File: src/rtl/stamp_pkg.sv
// Shared definitions for the stamp_window instruction window.
//   - opcode constants and the no-execute opcode list
//   - bit positions of the fields inside an 88-bit entry
//   - runnable codes driven on reg_start_flat
//   - bit indices inside the 3-bit stamp
// No ports; imported by the interface, the merge slice and the top.
package stamp_pkg;

    localparam int ENTRY_W = 88;
    localparam int OP_W    = 6;
    localparam int REG_W   = 5;
    localparam int IMM_W   = 32;
    localparam int TAKE_W  = 5;
    localparam int STAMP_W = 3;

    localparam int OP_LSB    = 82;
    localparam int RS_LSB    = 77;
    localparam int RD_LSB    = 67;
    localparam int IMM_LSB   = 35;
    localparam int TAKE_LSB  = 30;
    localparam int STAMP_LSB = 0;

    localparam logic [OP_W-1:0] OP_MOV = 6'b101010;
    localparam logic [OP_W-1:0] OP_NOT = 6'b101100;
    localparam logic [OP_W-1:0] OP_LUI = 6'b001001;

    // Stamp bits: executed, writeback token granted, written back.
    localparam int ST_EXEC  = 2;
    localparam int ST_TOKEN = 1;
    localparam int ST_DONE  = 0;

    typedef enum logic [2:0] {
        CODE_IDLE = 3'b000,
        CODE_WB   = 3'b001,
        CODE_RUN  = 3'b100
    } start_code_t;

    // Opcodes that need no execution unit; they enter the window already
    // marked executed and only wait for their writeback turn.
    function automatic logic is_no_exec(input logic [OP_W-1:0] op);
        case (op)
            OP_LUI:  return 1'b1;
            default: return 1'b0;
        endcase
    endfunction

endpackage

File: src/rtl/stamp_window_if.sv
// Bundle of all window <-> decode/unit signals.
//   master : the window side (drives ins_ready, reg_start_flat, reg_out_flat,
//            retire_valid, retire_op, count; receives ins_*, stamp_*, take_*).
//   slave  : the decode/execution-unit side, the mirror image.
// Unit u, slot i: stamp value at stamp_flat[24u+3i +: 3], strobe at
// stamp_in[8u+i], take value at take_flat[40u+5i +: 5], strobe at take_in[8u+i].
interface stamp_window_if
    import stamp_pkg::*;
#(
    parameter int NUM_UNITS = 2
);
    logic [ENTRY_W-1:0]      ins_in;
    logic                    ins_valid;
    logic                    ins_ready;
    logic [23:0]             reg_start_flat;
    logic [8*ENTRY_W-1:0]    reg_out_flat;
    logic [24*NUM_UNITS-1:0] stamp_flat;
    logic [8*NUM_UNITS-1:0]  stamp_in;
    logic [40*NUM_UNITS-1:0] take_flat;
    logic [8*NUM_UNITS-1:0]  take_in;
    logic                    retire_valid;
    logic [OP_W-1:0]         retire_op;
    logic [3:0]              count;

    modport master (
        input  ins_in, ins_valid, stamp_flat, stamp_in, take_flat, take_in,
        output ins_ready, reg_start_flat, reg_out_flat, retire_valid, retire_op, count
    );

    modport slave (
        output ins_in, ins_valid, stamp_flat, stamp_in, take_flat, take_in,
        input  ins_ready, reg_start_flat, reg_out_flat, retire_valid, retire_op, count
    );
endinterface

File: src/rtl/stamp_merge.sv
// Per-slot merge of the unit write buses.
//   slot_valid            : slot holds an entry; writes to empty slots are ignored
//   stamp_old / take_old  : registered stamp and take field of the slot
//   stamp_val / stamp_strb: per-unit stamp values (3 bits each) and strobes
//   take_val / take_strb  : per-unit take values (5 bits each) and strobes
//   stamp_new / take_new  : merged values
// Stamps accumulate (OR); the take field goes to the lowest-index unit strobing.
module stamp_merge #(
    parameter int NUM_UNITS = 2
) (
    input  logic                   slot_valid,
    input  logic [2:0]             stamp_old,
    input  logic [4:0]             take_old,
    input  logic [3*NUM_UNITS-1:0] stamp_val,
    input  logic [NUM_UNITS-1:0]   stamp_strb,
    input  logic [5*NUM_UNITS-1:0] take_val,
    input  logic [NUM_UNITS-1:0]   take_strb,
    output logic [2:0]             stamp_new,
    output logic [4:0]             take_new
);
    always_comb begin
        stamp_new = stamp_old;
        take_new  = take_old;
        if (slot_valid) begin
            for (int u = 0; u < NUM_UNITS; u++) begin
                if (stamp_strb[u]) stamp_new = stamp_new | stamp_val[3*u +: 3];
            end
            // Walk downwards so the lowest-index unit is applied last and wins.
            for (int u = NUM_UNITS - 1; u >= 0; u--) begin
                if (take_strb[u]) take_new = take_val[5*u +: 5];
            end
        end
    end
endmodule

File: src/rtl/stamp_window.sv
// stamp_window: 8-slot in-order instruction window feeding execution units.
// Slot 7 is oldest; valid slots are 7 down to 8-count. Units stamp/take slots,
// the window grants in-order writeback tokens and retires slot 7 at stamp 111.
// Ports:
//   clk   : clock
//   reset : asynchronous, active-low reset
//   bus   : stamp_window_if.master (decode insert, unit buses, window outputs)
// Optional feature macro: WINDOW_RAW_CHECK_EN -- when defined, runnable code
// 100 is withheld while an older unfinished entry writes this entry's rs.
module stamp_window
    import stamp_pkg::*;
#(
    parameter int NUM_UNITS = 2,
    parameter int DEPTH     = 8
) (
    input  logic           clk,
    input  logic           reset,
    stamp_window_if.master bus
);
    logic [ENTRY_W-1:0] entry_q [DEPTH];
    logic [ENTRY_W-1:0] upd     [DEPTH];
    logic [ENTRY_W-1:0] nxt     [DEPTH];
    logic [2:0]         merged_stamp [DEPTH];
    logic [4:0]         merged_take  [DEPTH];
    logic [2:0]         tok_stamp    [DEPTH];
    logic [DEPTH-1:0]   valid;
    logic [DEPTH-1:0]   run_ok;
    logic [3:0]         count_q, count_d;
    logic               retire, accept, older_done;
    logic [2:0]         ins_pos;
    logic [ENTRY_W-1:0] new_entry;
    logic               retire_valid_q;
    logic [OP_W-1:0]    retire_op_q;

    // Occupancy is contiguous from slot 7 down, so validity follows from count.
    always_comb begin
        for (int i = 0; i < DEPTH; i++) valid[i] = (i + int'(count_q)) >= DEPTH;
    end

    for (genvar i = 0; i < DEPTH; i++) begin : g_slot
        logic [3*NUM_UNITS-1:0] sv;
        logic [NUM_UNITS-1:0]   ss;
        logic [5*NUM_UNITS-1:0] tv;
        logic [NUM_UNITS-1:0]   ts;
        for (genvar u = 0; u < NUM_UNITS; u++) begin : g_unit
            assign sv[3*u +: 3] = bus.stamp_flat[24*u + 3*i +: 3];
            assign ss[u]        = bus.stamp_in[8*u + i];
            assign tv[5*u +: 5] = bus.take_flat[40*u + 5*i +: 5];
            assign ts[u]        = bus.take_in[8*u + i];
        end
        stamp_merge #(.NUM_UNITS(NUM_UNITS)) u_merge (
            .slot_valid (valid[i]),
            .stamp_old  (entry_q[i][STAMP_LSB +: STAMP_W]),
            .take_old   (entry_q[i][TAKE_LSB +: TAKE_W]),
            .stamp_val  (sv),
            .stamp_strb (ss),
            .take_val   (tv),
            .take_strb  (ts),
            .stamp_new  (merged_stamp[i]),
            .take_new   (merged_take[i])
        );
        assign bus.reg_out_flat[ENTRY_W*i +: ENTRY_W] = entry_q[i];
    end

    // Token grant walks from the oldest slot, using this edge's merged stamps,
    // so a slot finishing writeback hands the token on within the same edge.
    always_comb begin
        older_done = 1'b1;
        for (int i = DEPTH - 1; i >= 0; i--) begin
            tok_stamp[i] = merged_stamp[i];
            if (valid[i] && merged_stamp[i][ST_EXEC] && older_done)
                tok_stamp[i][ST_TOKEN] = 1'b1;
            older_done = older_done & (~valid[i] | merged_stamp[i][ST_DONE]);
            upd[i] = entry_q[i];
            upd[i][TAKE_LSB +: TAKE_W]   = merged_take[i];
            upd[i][STAMP_LSB +: STAMP_W] = tok_stamp[i];
        end
    end

    assign retire        = valid[DEPTH-1] && (tok_stamp[DEPTH-1] == 3'b111);
    assign bus.ins_ready = count_q < 4'(DEPTH);
    assign accept        = bus.ins_valid && bus.ins_ready;
    // After a retire shift the first free slot moves up by one.
    assign ins_pos       = 3'(DEPTH - 1 - int'(count_q) + (retire ? 1 : 0));

    always_comb begin
        new_entry = bus.ins_in;
        new_entry[TAKE_LSB +: TAKE_W]   = '0;
        new_entry[STAMP_LSB +: STAMP_W] = is_no_exec(bus.ins_in[OP_LSB +: OP_W]) ? 3'b100 : 3'b000;
    end

    always_comb begin
        if (retire) begin
            for (int i = 1; i < DEPTH; i++) nxt[i] = upd[i-1];
            nxt[0] = '0;
        end else begin
            for (int i = 0; i < DEPTH; i++) nxt[i] = upd[i];
        end
        if (accept) nxt[ins_pos] = new_entry;
    end

    assign count_d = count_q + {3'b000, accept} - {3'b000, retire};

    always_comb begin
        for (int i = 0; i < DEPTH; i++) begin
            run_ok[i] = 1'b1;
`ifdef WINDOW_RAW_CHECK_EN
            for (int j = i + 1; j < DEPTH; j++) begin
                if (valid[j] && !entry_q[j][STAMP_LSB + ST_DONE] &&
                    (entry_q[j][RD_LSB +: REG_W] == entry_q[i][RS_LSB +: REG_W]))
                    run_ok[i] = 1'b0;
            end
`endif
        end
    end

    // Runnable codes look at registered state only.
    always_comb begin
        bus.reg_start_flat = '0;
        for (int i = 0; i < DEPTH; i++) begin
            if (valid[i]) begin
                if (entry_q[i][STAMP_LSB +: STAMP_W] == 3'b000 && run_ok[i])
                    bus.reg_start_flat[3*i +: 3] = CODE_RUN;
                else if (entry_q[i][STAMP_LSB +: STAMP_W] == 3'b110)
                    bus.reg_start_flat[3*i +: 3] = CODE_WB;
            end
        end
    end

    always_ff @(posedge clk or negedge reset) begin
        if (!reset) begin
            for (int i = 0; i < DEPTH; i++) entry_q[i] <= '0;
            count_q        <= '0;
            retire_valid_q <= 1'b0;
            retire_op_q    <= '0;
        end else begin
            for (int i = 0; i < DEPTH; i++) entry_q[i] <= nxt[i];
            count_q        <= count_d;
            retire_valid_q <= retire;
            retire_op_q    <= retire ? entry_q[DEPTH-1][OP_LSB +: OP_W] : '0;
        end
    end

    assign bus.retire_valid = retire_valid_q;
    assign bus.retire_op    = retire_op_q;
    assign bus.count        = count_q;
endmodule

File: src/flat_wrapper.sv
// flat-port wrapper written by rule: the top's interface ports become plain ports
module stamp_window_flat import stamp_pkg::*;
#(
    parameter int NUM_UNITS = 2,
    parameter int DEPTH     = 8
)
  (clk, reset, bus_ins_in, bus_ins_valid, bus_stamp_flat, bus_stamp_in, bus_take_flat, bus_take_in, bus_ins_ready, bus_reg_start_flat, bus_reg_out_flat, bus_retire_valid, bus_retire_op, bus_count);
  stamp_window_if #(.NUM_UNITS(NUM_UNITS)) bus_i ();
  input  logic clk;
  input  logic reset;
  input wire logic [$bits(bus_i.ins_in)-1:0] bus_ins_in;
  input wire logic [$bits(bus_i.ins_valid)-1:0] bus_ins_valid;
  input wire logic [$bits(bus_i.stamp_flat)-1:0] bus_stamp_flat;
  input wire logic [$bits(bus_i.stamp_in)-1:0] bus_stamp_in;
  input wire logic [$bits(bus_i.take_flat)-1:0] bus_take_flat;
  input wire logic [$bits(bus_i.take_in)-1:0] bus_take_in;
  output wire logic [$bits(bus_i.ins_ready)-1:0] bus_ins_ready;
  output wire logic [$bits(bus_i.reg_start_flat)-1:0] bus_reg_start_flat;
  output wire logic [$bits(bus_i.reg_out_flat)-1:0] bus_reg_out_flat;
  output wire logic [$bits(bus_i.retire_valid)-1:0] bus_retire_valid;
  output wire logic [$bits(bus_i.retire_op)-1:0] bus_retire_op;
  output wire logic [$bits(bus_i.count)-1:0] bus_count;
  assign bus_i.ins_in = bus_ins_in;
  assign bus_i.ins_valid = bus_ins_valid;
  assign bus_i.stamp_flat = bus_stamp_flat;
  assign bus_i.stamp_in = bus_stamp_in;
  assign bus_i.take_flat = bus_take_flat;
  assign bus_i.take_in = bus_take_in;
  assign bus_ins_ready = bus_i.ins_ready;
  assign bus_reg_start_flat = bus_i.reg_start_flat;
  assign bus_reg_out_flat = bus_i.reg_out_flat;
  assign bus_retire_valid = bus_i.retire_valid;
  assign bus_retire_op = bus_i.retire_op;
  assign bus_count = bus_i.count;
  stamp_window #(.NUM_UNITS(NUM_UNITS), .DEPTH(DEPTH)) u_core (.clk(clk), .reset(reset), .bus(bus_i));
endmodule
File: config.mk
export PLATFORM = sky130hd
export DESIGN_NAME = stamp_window_flat
export DESIGN_NICKNAME = d
export VERILOG_FILES = /design/src/rtl/stamp_pkg.sv /design/src/rtl/stamp_window_if.sv /design/src/rtl/stamp_merge.sv /design/src/rtl/stamp_window.sv /design/src/flat_wrapper.sv
export SDC_FILE = /design/constraint.sdc
export NUM_CORES = 2
export LEC_CHECK = 0
export ABC_CLOCK_PERIOD_IN_PS = 4950
export CAP_MARGIN = 20
export CORE_AREA = 2 2 385 387
export CTS_CLUSTER_DIAMETER = 200
export CTS_CLUSTER_SIZE = 16
export DETAILED_ROUTE_END_ITERATION = 12
export DIE_AREA = 0 0 387 389
export DONT_BUFFER_PORTS = 1
export MAX_ROUTING_LAYER = met4
export PLACE_DENSITY_LB_ADDON = 0.3
export REMOVE_ABC_BUFFERS = 1
export SLEW_MARGIN = 5
export SYNTH_ARGS = -nofsm -noshare
export SYNTH_HDL_FRONTEND = slang
export SYNTH_SLANG_ARGS = --single-unit
File: constraint.sdc
create_clock -name clk -period 4.95 [get_ports clk]
set_input_delay 0.2475 -clock clk [delete_from_list [all_inputs] [get_ports clk]]
set_output_delay 0.2475 -clock clk [all_outputs]
set_load 0.005 [all_outputs]
==> results_dict.tcl <==
set metrics [dict create \
    routedWlPerCell_um 23.7 \
    drc 0 \
    critPathKind "register to register" \
    grt_max_degree 716 \
    r2r_slack_ps 750 \
    crit_arrival_ps 4710 \
    drt_iter0_drc 2240 \
    slew_viol_final 0 \
    routabilityCongestion 0.881 \
    worstSetupStartpoint "u_core.bus.count[1]" \
    fp.dieW_um 387 \
    synth_cells 3953 \
    initial_core_util_pct 23.0 \
    p_leak_nw 16.9 \
    vias 28383 \
    clock_sinks 715 \
    std_cell_rows 141 \
    drtPass1Iterations 6 \
    power_density_nw_per_um2 722 \
    clkLatencyLatePin_ps 660 \
    synth_edf_count 0 \
    worst_pin_slew_ps 1470 \
    yosysTopAreaCell "dfrtp_1" \
    maxCapViolCount 0 \
    finalCritPeriodShare_pct 84.8 \
    vias_per_cell 4.91 \
    n_fill_cell 15574 \
    crit_fanout 150 \
    core_um2 147000 \
    synth_most_common_cell "nand2_1" \
    cts_resized 0 \
    post-route-util_pct 26.1 \
    grt_pass1_wl_um 200000 \
    grt_usage_pct 17.9 \
    netlist_area_um2 33700 \
    relSlewSlack_pct 2.25 \
    hold_class "primary input to register" \
    grt_remaining_overflow 0 \
    synth_top_area_share_pct 53.1 \
    period_needed_ps 4200 \
    grt_pass1_vias 27086 \
    cts_tree "yes" \
    syn_avg_cell_area_um2 8.53 \
    pin_count 991 \
    status "finished clean" \
    crit-reg2reg-launch "u_core.bus.count[1]" \
    cp.required_ps 5460 \
    synth_cell_types 63 \
    synth_common_cells "nand2_1, dfrtp_1, nor2_1, a31oi_1, clkbuf_1" \
    fin_setup_tns_ps 0 \
    ys_ff_latch 715 \
    rsz0062_at_grt "no" \
    endpoint "u_core.bus.reg_out_flat[476]" \
    irDropWorstVdd_uv 578 \
    area_growth_pct 13.6 \
    nNetsFinal 4108 \
    ys_warn_count 0 \
    hold_viol 0 \
    io_buffers 0 \
    clk_pin_slew_ps 80 \
    root_buffer "clkbuf_16" \
    seq_area_frac_synth_pct 53.1 \
    clock_path_buffers 3 \
    seq_area_um2 17900 \
    holdWs_ps 28.0 \
    clock.fmax_mhz 238 \
    cp-start-kind "register" \
    numCtsBuffers 50 \
    multiInputGateArea_um2 14200 \
    drive_gt1_share_pct 3.56 \
    die_area_um2 151000 \
    wl_um 137000 \
    antenna_left 0 \
    place.detailed.hpwl_um 91900 \
    fin_skew_ps 15.7 \
    r2r_cells 10 \
    h-tree-depth 2 \
    reg2reg_to "u_core.bus.reg_out_flat[476]" \
    synth_flop_cell "dfrtp_1" \
    synthArstFlopShare_pct 100 \
    dieHeight_um 389 \
    grt_antenna_before_repair 7 \
    setup_viol 0 \
    critPathCaptureType "register" \
    synth.area.top_cells "dfrtp_1, nand2_1, a31oi_1, nor2_1, mux2i_1" \
]
-- cells by family (layout without fill, tap and decap cells) --
group                    count (synthesis)  count (layout)  synth area share, %
multiplexers                           160             160                 4.75
flip-flops                             715             715                 53.1
other                                    1              15               0.0111
AND/OR/NAND/NOR                       1844            1844                 21.4
XOR/XNOR                                 6               6                0.156
buffers and inverters                  402             288                 5.19
AO/OA/AOI/OAI                          812             812                 14.9
adder cells (fa/ha/maj)                 13              13                0.505
-- stage by stage --
stage | cell area, um2 | instances | power [mW] | setup slack, ps
finish | 38300 | 5783 | 27.6 | 752
global route | 38300 | 5782 | 29.5 | 430
CTS | 38200 | 5771 | 27.6 | 740
detailed placement | 35300 | 5570 | 23.0 | 729
global placement | 35300 | 5570 | 22.8 | 727
floorplan | 32100 | 3581 | 16.4 | -22700
-- power breakdown --
part | switching [mW] | internal, mW
Combinational | 7.87 | 4.28
Sequential | 3.24 | 8.16
Clock | 2.22 | 1.86
Total | 13.3 | 14.3
-- metal layers --
metal	track usage [%]	wire (um)	vias to the layer above
met2	28.6	64900	1119
li1	-	-	13059
met3	5.83	12400	189
met4	5.98	5050	0
met1	21.3	54900	14016
met5	-	0	-
-- worst min path at each step --
stage / slack (ps) / to / depth (start not counted) / start
6_report: 30 / u_core.bus.reg_out_flat[122] / 4 / bus_take_flat[9]
5_1_grt: 20 / u_core.bus.reg_out_flat[561] / 4 / bus_take_in[14]
4_1_cts: -770 / u_core.bus.reg_out_flat[372] / 0 / reset
3_5_place_dp: -30 / u_core.bus.reg_out_flat[591] / 0 / reset
3_3_place_gp: -30 / u_core.bus.reg_out_flat[591] / 0 / reset
2_1_floorplan: -50 / u_core.bus.count[0] / 0 / reset
-- worst max-delay path: stages, from the launching register on --
cell and delay, ps:
dfrtp_1 680, inv_1 230, ha_1 310, a31o_1 220, a211o_1 310, nand3b_4 150, buf_12 460, buf_12 510
buf_4 680, mux2i_1 250, o21ai_0 90
-- timing repair --
item | 4_1_cts | 5_1_grt
hold endpoints to repair | 1395 | 164
buffers inserted | 0 | 0
hold buffers | 147 | 1
setup endpoints to repair | 0 | 0
-- area by class of cell --
type	count	share of cell area [%]
diodes	7	0.0457
flip-flops and latches	715	46.7
repair buffers	211	6.16
well taps	1930	6.31
inverters	23	0.245
clock buffers	52	3.40
clock inverters	2	0.0980
multi-input cells	2843	37.0
-- layout by cell type (no fill, tap or decap), drive strengths merged, types with 8 or more instances in the layout --
| cell | n |
|---|---|
| a22oi | 14 |
| and2 | 17 |
| nor3 | 12 |
| a22o | 17 |
| mux2i | 160 |
| buf | 63 |
| ha | 12 |
| o21ai | 210 |
| a211oi | 38 |
| nand2 | 1179 |
| inv | 23 |
| conb | 8 |
| nand2b | 9 |
| dlygate4sd3 | 148 |
| a31oi | 417 |
| a21oi | 63 |
| o22a | 8 |
| dfrtp | 715 |
| clkbuf | 52 |
| nor2 | 498 |
| a221oi | 11 |
| nand3 | 96 |
| nor2b | 10 |
-- registers in the layout (all words and copies together) (netlist names) --
signal and count:
u_core.bus.retire_valid 1, u_core.bus.retire_op 6, u_core.bus.reg_out_flat 704, u_core.bus.count 4
Note: power is estimated with default switching activity, not from simulation.
